### src/rtl/mem_read_requester.sv
// Read initiator: issues a burst of reads while keeping at most MAX_OUT outstanding,
// reorders the out-of-order controller responses and streams them in issue order.
module mem_read_requester #(
    parameter int unsigned MAX_OUT = 4,
    parameter int unsigned AW      = 8,
    parameter int unsigned DW      = 8
) (
    input  logic          clk,
    input  logic          rst,
    input  logic          start,
    input  logic [AW-1:0] base_addr,
    input  logic [7:0]    count,
    output logic          req_en,
    output logic [AW-1:0] req_addr,
    input  logic          resp_flag,
    input  logic [AW-1:0] resp_addr,
    input  logic [DW-1:0] resp_data,
    output logic          out_valid,
    output logic [AW-1:0] out_addr,
    output logic [DW-1:0] out_data,
    input  logic          out_ready,
    output logic          busy,
    output logic          done,
    output logic          err
);

    localparam int unsigned IW = (MAX_OUT > 1) ? $clog2(MAX_OUT) : 1;

    typedef enum logic [1:0] {IDLE, RUN, FIN} state_t;
    state_t state, state_next;

    logic [AW-1:0] base;
    logic [7:0]    total;
    logic [7:0]    issued;
    logic [7:0]    retired;
    logic [IW-1:0] hp;
    logic          slot_valid [MAX_OUT];
    logic [DW-1:0] slot_data  [MAX_OUT];

    logic [7:0]    inflight;
    logic [AW-1:0] head_addr;
    logic [AW-1:0] tag;
    logic [IW-1:0] sidx;
    logic          tag_ok;
    logic          retire;
    logic          issue;
    logic          accept;
    logic          drop;
    int unsigned   sum;

    always_ff @(posedge clk or posedge rst) begin
        if (rst) state <= IDLE;
        else     state <= state_next;
    end

    always_comb begin
        state_next = state;
        case (state)
            IDLE:    if (start) state_next = RUN;
            RUN:     if (retired == total) state_next = FIN;
            FIN:     state_next = IDLE;
            default: state_next = IDLE;
        endcase
    end

    always_comb begin
        busy      = (state == RUN);
        done      = (state == FIN);
        out_valid = (state == RUN) && slot_valid[hp];
        out_addr  = head_addr;
        out_data  = slot_data[hp];
    end

    always_comb begin
        head_addr = base + AW'(retired);
        inflight  = issued - retired;
        retire    = out_valid && out_ready;
        // a retirement in this cycle already frees a window place for the issue decision
        issue     = (state == RUN) && (issued < total) &&
                    ((inflight - {7'b0, retire}) < 8'(MAX_OUT));
        tag       = resp_addr - head_addr;
        tag_ok    = (32'(tag) < 32'(inflight));
        sum       = (32'(hp) + 32'(tag)) % MAX_OUT;
        sidx      = IW'(sum);
        accept    = (state == RUN) && resp_flag && tag_ok && !slot_valid[sidx];
        drop      = (state == RUN) && resp_flag && !accept;
    end

    always_ff @(posedge clk or posedge rst) begin
        if (rst) begin
            req_en   <= 1'b0;
            req_addr <= '0;
            base     <= '0;
            total    <= '0;
            issued   <= '0;
            retired  <= '0;
            hp       <= '0;
            err      <= 1'b0;
            for (int unsigned i = 0; i < MAX_OUT; i++) begin
                slot_valid[i] <= 1'b0;
                slot_data[i]  <= '0;
            end
        end else begin
            case (state)
                IDLE: begin
                    req_en <= 1'b0;
                    if (start) begin
                        base    <= base_addr;
                        total   <= count;
                        retired <= '0;
                        hp      <= '0;
                        err     <= 1'b0;
                        for (int unsigned i = 0; i < MAX_OUT; i++) slot_valid[i] <= 1'b0;
                        // the first request leaves on the start edge so it appears one cycle later
                        if (count != 8'd0) begin
                            req_en   <= 1'b1;
                            req_addr <= base_addr;
                            issued   <= 8'd1;
                        end else begin
                            issued   <= '0;
                        end
                    end
                end
                RUN: begin
                    req_en <= issue;
                    if (issue) begin
                        req_addr <= base + AW'(issued);
                        issued   <= issued + 8'd1;
                    end
                    if (retire) begin
                        slot_valid[hp] <= 1'b0;
                        retired        <= retired + 8'd1;
                        hp             <= (32'(hp) == MAX_OUT - 1) ? '0 : hp + 1'b1;
                    end
                    if (accept) begin
                        slot_valid[sidx] <= 1'b1;
                        slot_data[sidx]  <= resp_data;
                    end
                    if (drop) err <= 1'b1;
                end
                default: req_en <= 1'b0;
            endcase
        end
    end

endmodule

### config.mk
export PLATFORM = sky130hd
export DESIGN_NAME = mem_read_requester
export DESIGN_NICKNAME = d
export VERILOG_FILES = /design/src/rtl/mem_read_requester.sv
export SDC_FILE = /design/constraint.sdc
export NUM_CORES = 1
export LEC_CHECK = 0
export ABC_CLOCK_PERIOD_IN_PS = 11130
export CAP_MARGIN = 20
export CORE_ASPECT_RATIO = 1.2
export CORE_MARGIN = 1.5
export CORE_UTILIZATION = 50
export CTS_BUF_LIST = sky130_fd_sc_hd__clkbuf_8 sky130_fd_sc_hd__clkbuf_16
export DETAILED_ROUTE_END_ITERATION = 7
export PLACE_DENSITY = 0.73
export SETUP_SLACK_MARGIN = 0.5
export SYNTH_ARGS = -nofsm -noshare
export SYNTH_HDL_FRONTEND = slang
export SYNTH_SLANG_ARGS = --single-unit
### constraint.sdc
create_clock -name clk -period 11.13 [get_ports clk]
set_input_delay 3.339 -clock clk [delete_from_list [all_inputs] [get_ports clk]]
set_output_delay 3.339 -clock clk [all_outputs]
set_load 0.1 [all_outputs]
==> Word level (Yosys, flattened, before mapping) <==
Cells that the tools add are included.
{ "word_totals": {"ff_bits": 82, "output_inout_bits": 29, "elab_cells": 116} }
{ "op_classes": {"addsub": 9, "n_lt_le_gt_ge": 7, "n_eq_ne": 10, "n_mux": 45, "bitwise": 5, "n_reduce_logical": 23} }
{ "op_table": {"columns": ["cell", "count"], "rows": [
  ["two-way mux 8 bit", 10],
  ["case mux 8 bit (2 select lines)", 3],
  ["bitwise mux 32 bit", 1],
  ["adder 8 x 1 -> 8 bit, second input constant", 2],
  ["adder 8 bit", 2],
  ["binary-select mux 8 bit (select 2 bit)", 1],
  ["demux 8 bit (select 2 bit)", 1],
  ["< comparator 8 bit", 2],
  ["two-way mux 4 bit", 4],
  ["subtractor 8 bit", 2],
  ["two-way mux 1 bit", 11],
  ["logical AND 1 bit", 10],
  ["two-way mux 2 bit", 5],
  ["AND reduction 3 bit", 3],
  ["== test 8 bit", 1],
  ["< comparator 8 x 3 -> 1 bit, second input constant", 1],
  ["!= test 2 x 1 -> 1 bit, second input constant", 4],
  ["case mux 2 bit (2 select lines)", 2],
  ["case mux 4 bit (2 select lines)", 1],
  ["AND reduction 2 bit", 4],
  ["nonzero test 8 bit", 1],
  ["subtractor 8 x 1 -> 8 bit", 1],
  ["greater-or-equal comparator 3 bit, second input constant", 2],
  ["< comparator 3 x 1 -> 1 bit, second input constant", 2],
  ["16 further kinds", 23]
]} }

==> Longest topological paths before layout <==
{ "depth": {"ltp_word": 13, "depth_mapped": 18, "mapped_depth_nobuf": 17} }

==> Least setup slack after synthesis <==
No wires, ideal clock.
{ "synth_path": {"path_type": "input port to flip-flop", "start": "input port resp_addr[0]", "end": "register slot_data[16] (netlist bit)", "setup_ns": 0.125, "arrival_ns": 6.632, "t_required_ns": 11.005, "path_slack_ns": 4.373, "stages": 16, "path_buffers": 1, "path_cell_list": "inv_1 > ha_1 > fa_1 > inv_1 > a21oi_1 > o21ai_0 > maj3_1 > maj3_1 > xor2_1 > ha_1 > a21o_1 > a211oi_1 > o21ai_1 > or4b_1 > clkbuf_1 > mux2_2"} }
{ "synth_between": {"elab_chain_cells": 9, "elab_cells_between_ends": 17, "classes_between": "add/sub (2); order compare (3); mux (6); bitwise (1); reduce/logical (5)"} }
{ "synth_lines": {"columns": ["item", "line", "text"], "rows": [
  ["from (decl)", "16", "input logic [AW-1:0] resp_addr,"],
  ["subtractor 8 bit (*)", "81", "tag = resp_addr - head_addr;"],
  ["parallel branches: the longest is 8 deep, another holds greater-or-equal comparator 3 bit", null, null],
  ["to (signal, indexed assignment)", "137", "slot_data[sidx] <= resp_data;"],
  ["to (decl)", "38", "logic [DW-1:0] slot_data [MAX_OUT];"]
]} }
Mark *: on every way between the ends. The select of a mux whose other input is x is not followed.
A chain may end at the register's enable or synchronous reset.

==> Worst setup path after layout <==
{ "layout_path": {"start": "input port resp_addr[2]", "end": "register slot_data[9] (netlist bit)"} }
{ "layout_between": {"elab_chain_cells": 5} }
{ "layout_lines": {"columns": ["item", "line", "text"], "rows": [
  ["subtractor 8 bit", "81", null],
  ["< comparator 8 bit", "82", "tag_ok = (32'(tag) < 32'(inflight));"],
  ["logical AND 1 bit (2 in a row)", "85", "accept = (state == RUN) && resp_flag && tag_ok && !slot_valid[sidx];"],
  ["AND reduction 2 bit (no source line)", null, null]
]} }
No other way between the ends.

==> impl_metrics.csv <==
group,metric,value,unit
worst_setup_path,cp-start-kind,"input pin",
die,die_w,97.0,um
synthesis,synth_top_cell_by_area,"dfrtp_1",
detailed_routing,dr_total_vias,4081,
global_routing,grt_overflow,0,
clock_network,root_buffer,"clkbuf_16",
placed_design,gp_congestion,0.857,
worst_setup_path,crit_type,"in -> reg",
clock_network,post_cts_resize_count,0,
die,num_io_pins,66,
layout,drive_gt1_share,13.6,%
clock_network,h-tree-depth,3,
layout,area_delta_synth_final,20.6,%
clock_network,post-cts-setup-buffers,0,
synthesis,synth_top_cell_area_share,38.7,%
global_routing,grt_pass1_vias,4175,
synthesis,ys_top_cells_by_area,"dfrtp_1 (39%), ha_1 (11%), mux2_2 (8.5%)",
worst_setup_path,critical_path.cell_chain,"clkdlybuf4s50_1 > ha_1 > nand2_1 > o21ai_0 > nor2_1 > o41ai_1 > xnor2_1 > ha_1 > a21o_1 > a21o_1 > a211oi_1 > o21ai_1 > or4b_1 > mux2_2",
timing,worstMarginPinSlew,0.984,ns
timing,min_period,7.35,ns
min_path,min_from,"err$_DFFE_PP0P_",
global_routing,gr-usage-all-layers,22.8,%
detailed_routing,drtIter0Drc,168,
timing,fin_worst_skew,0.0112,ns
die,initial_core_util,50.9,%
global_routing,grt_pass1_wl,20200,um
run,maxCapViolations,0,
worst_setup_path,crit_fanout,9,
clock_network,clk_pin_slew,0.06,ns
die,core,10400,sq um
global_routing,grt_max_degree,83,
synthesis,synth_adder_area_share,12.9,%
worst_setup_path,arrival,7.58,ns
detailed_routing,drc,0,
die,die_height,116,um
clock_network,cts_tree,"built",
die,std_cell_rows,41,
synthesis,syn_area_per_cell,10.2,sq um
detailed_routing,via_per_inst,5.68,
min_path,worstHoldPathType,"reg -> reg",
detailed_routing,top_layer,"met4",
outcome,status,"complete, no violations",
die,dieArea,11200,sq um
synthesis,synth_edf_count,0,
synthesis,ys.flop_type,"dfrtp_1",
clock_network,clock_sinks,82,
timing,hold_violations,0,
detailed_routing,routed-wl-met3,362,um
synthesis,syn_area,5300,sq um
detailed_routing,wl_per_cell,16.7,um
worst_setup_path,critPathCaptureType,"register",
clock_network,clkLatencyLatePin,0.34,ns
synthesis,syn-num-nets,609,
detailed_routing,dr.pass1.iters,4,
global_routing,antenna_found_initial,0,
clock_network,cts.path.max_buffers,2,
timing,timing.slew.headroom,34.2,%
worst_setup_path,worstReg2RegStart,"retired[0]$_DFFE_PP0P_",
synthesis,synth_compound_area_share,9.96,%
timing,finalSetupViolCount,0,
placed_design,portBuffers,65,
worst_setup_path,cp-startpoint,"resp_addr[2]",
detailed_routing,wl_met2,6280,um
layout,diodes,0,
synthesis,async_reset_ff_share,100,%
detailed_routing,wl,12000,um
synthesis,synth_xor_area_share,6.94,%
clock_network,hold_buffers,0,
synthesis,yosysSeqAreaShare,38.7,%
synthesis,syn_inst,522,
worst_setup_path,crit_slowest_cell,"or4b_1",
synthesis,synth_mux_area_share,13.3,%
layout,nNetsFinal,672,
worst_setup_path,cpPeakStageDelay,0.77,ns
synthesis,yosysWarnings,0,
timing,post-route-period-util,66.1,%
timing,grt_setup_unrepaired,"false",
synthesis,ys_ff_latch,82,
worst_setup_path,worstPathRequired,11.35,ns
timing,slew_violations,0,
detailed_routing,ant_nets,0,
detailed_routing,wl_met1,4950,um
synthesis,synth.distinct_cells,54,
timing,fin_setup_tns,0,ns
timing,clock.fmax,136,MHz
synthesis,synth-simple-area-share,13.9,%
placed_design,hpwlAfterDp,8970,um
clock_network,cts_buffers,9,
synthesis,synth_top_family_by_area,"simple AND/OR/NAND/NOR gates",
## placed cells by master (no fill, tap or decap), types with 10 or more instances in the layout
cell type and n:
dfrtp_1 82, ha_1 46, xnor2_1 30, mux4_2 10
nor2_1 22, xor2_1 12, mux2_2 40, a21oi_1 17
o21ai_0 32, nand4_1 10, inv_1 38, clkdlybuf4s50_1 65
nand2_1 67
## area by class of cell
cell class              count  area [sq um]
repair buffers             69           701
inverters                  39           148
well taps                 129           161
clock inverters             6          62.6
flip-flops and latches     82          2050
multi-input cells         384          3030
clock buffers              10           239
fillers                   865          4030
## flip-flops by register name, indices dropped and copies added, names as in the netlist
signal      flops
slot_data      32
base            8
issued          8
req_addr        8
retired         8
total           8
slot_valid      4
hp              2
state           2
err             1
req_en          1
## worst paths after layout
kind / endpoint / slack (ns) / cells after the start
worst max register to register: slot_data[9]$_DFFE_PP0P_ / 5.67 / 17
min in group asynchronous: req_addr[0]$_DFFE_PP0P_ / 3.43 / 3
worst max-delay path: slot_data[9]$_DFFE_PP0P_ / 3.78 / 14
worst min register to register: err$_DFFE_PP0P_ / 0.49 / 2
max in group asynchronous: err$_DFFE_PP0P_ / 7.11 / 4
worst min-delay path: err$_DFFE_PP0P_ / 0.49 / 2
## synth_stat cells, drive strengths merged (5+ instances only)
master	instances
a21o	7
a21oi	17
and3	6
buf	6
clkbuf	11
dfrtp	82
ha	46
inv	39
mux2	41
mux4	10
nand2	67
nand2b	6
nand3	8
nand4	10
nor2	22
nor3	8
nor4	5
o21ai	34
xnor2	30
xor2	12
## logic make-up after synthesis
logic type	count (synthesis)
simple gates	153
compound gates	83
flops	82
buf+inv	56
mux	53
fa+ha+maj	53
xor+xnor	42
## metal layers
| layer | up-vias | track usage (%) |
|---|---|---|
| met1 | 2010 | 27.0 |
| met4 | 0 | 12.2 |
| li1 | 1959 | - |
| met2 | 85 | 40.5 |
| met3 | 27 | 3.02 |
| met5 | - | 0 |
## critical path, delay by kind of cell
kind | cells | cell delay (ns)
AO/OA/AOI/OAI | 6 | 1.71
XOR/XNOR | 1 | 0.17
adder cells (fa/ha/maj) | 2 | 0.68
buffers and inverters | 1 | 0.40
multiplexers | 1 | 0.36
AND/OR/NAND/NOR | 3 | 0.91
## metrics by stage
stage | hold WS (ns) | area, sq um | setup slack (ns) | util [%] | std cells
6_report | 0.493 | 6390 | 3.78 | 61.3 | 719
2_1_floorplan | 0.474 | 5300 | 4.37 | - | 522
4_1_cts | 0.501 | 6350 | 3.77 | 61.0 | 717
5_1_grt | 0.514 | 6390 | 3.45 | 61.3 | 719
3_5_place_dp | 0.485 | 6050 | 3.45 | 58.1 | 701
3_3_place_gp | 0.482 | 6050 | 3.62 | 58.1 | 701
Power is not shown: default switching activity piles up to over one toggle a cycle in this logic, so the estimate is an artifact.
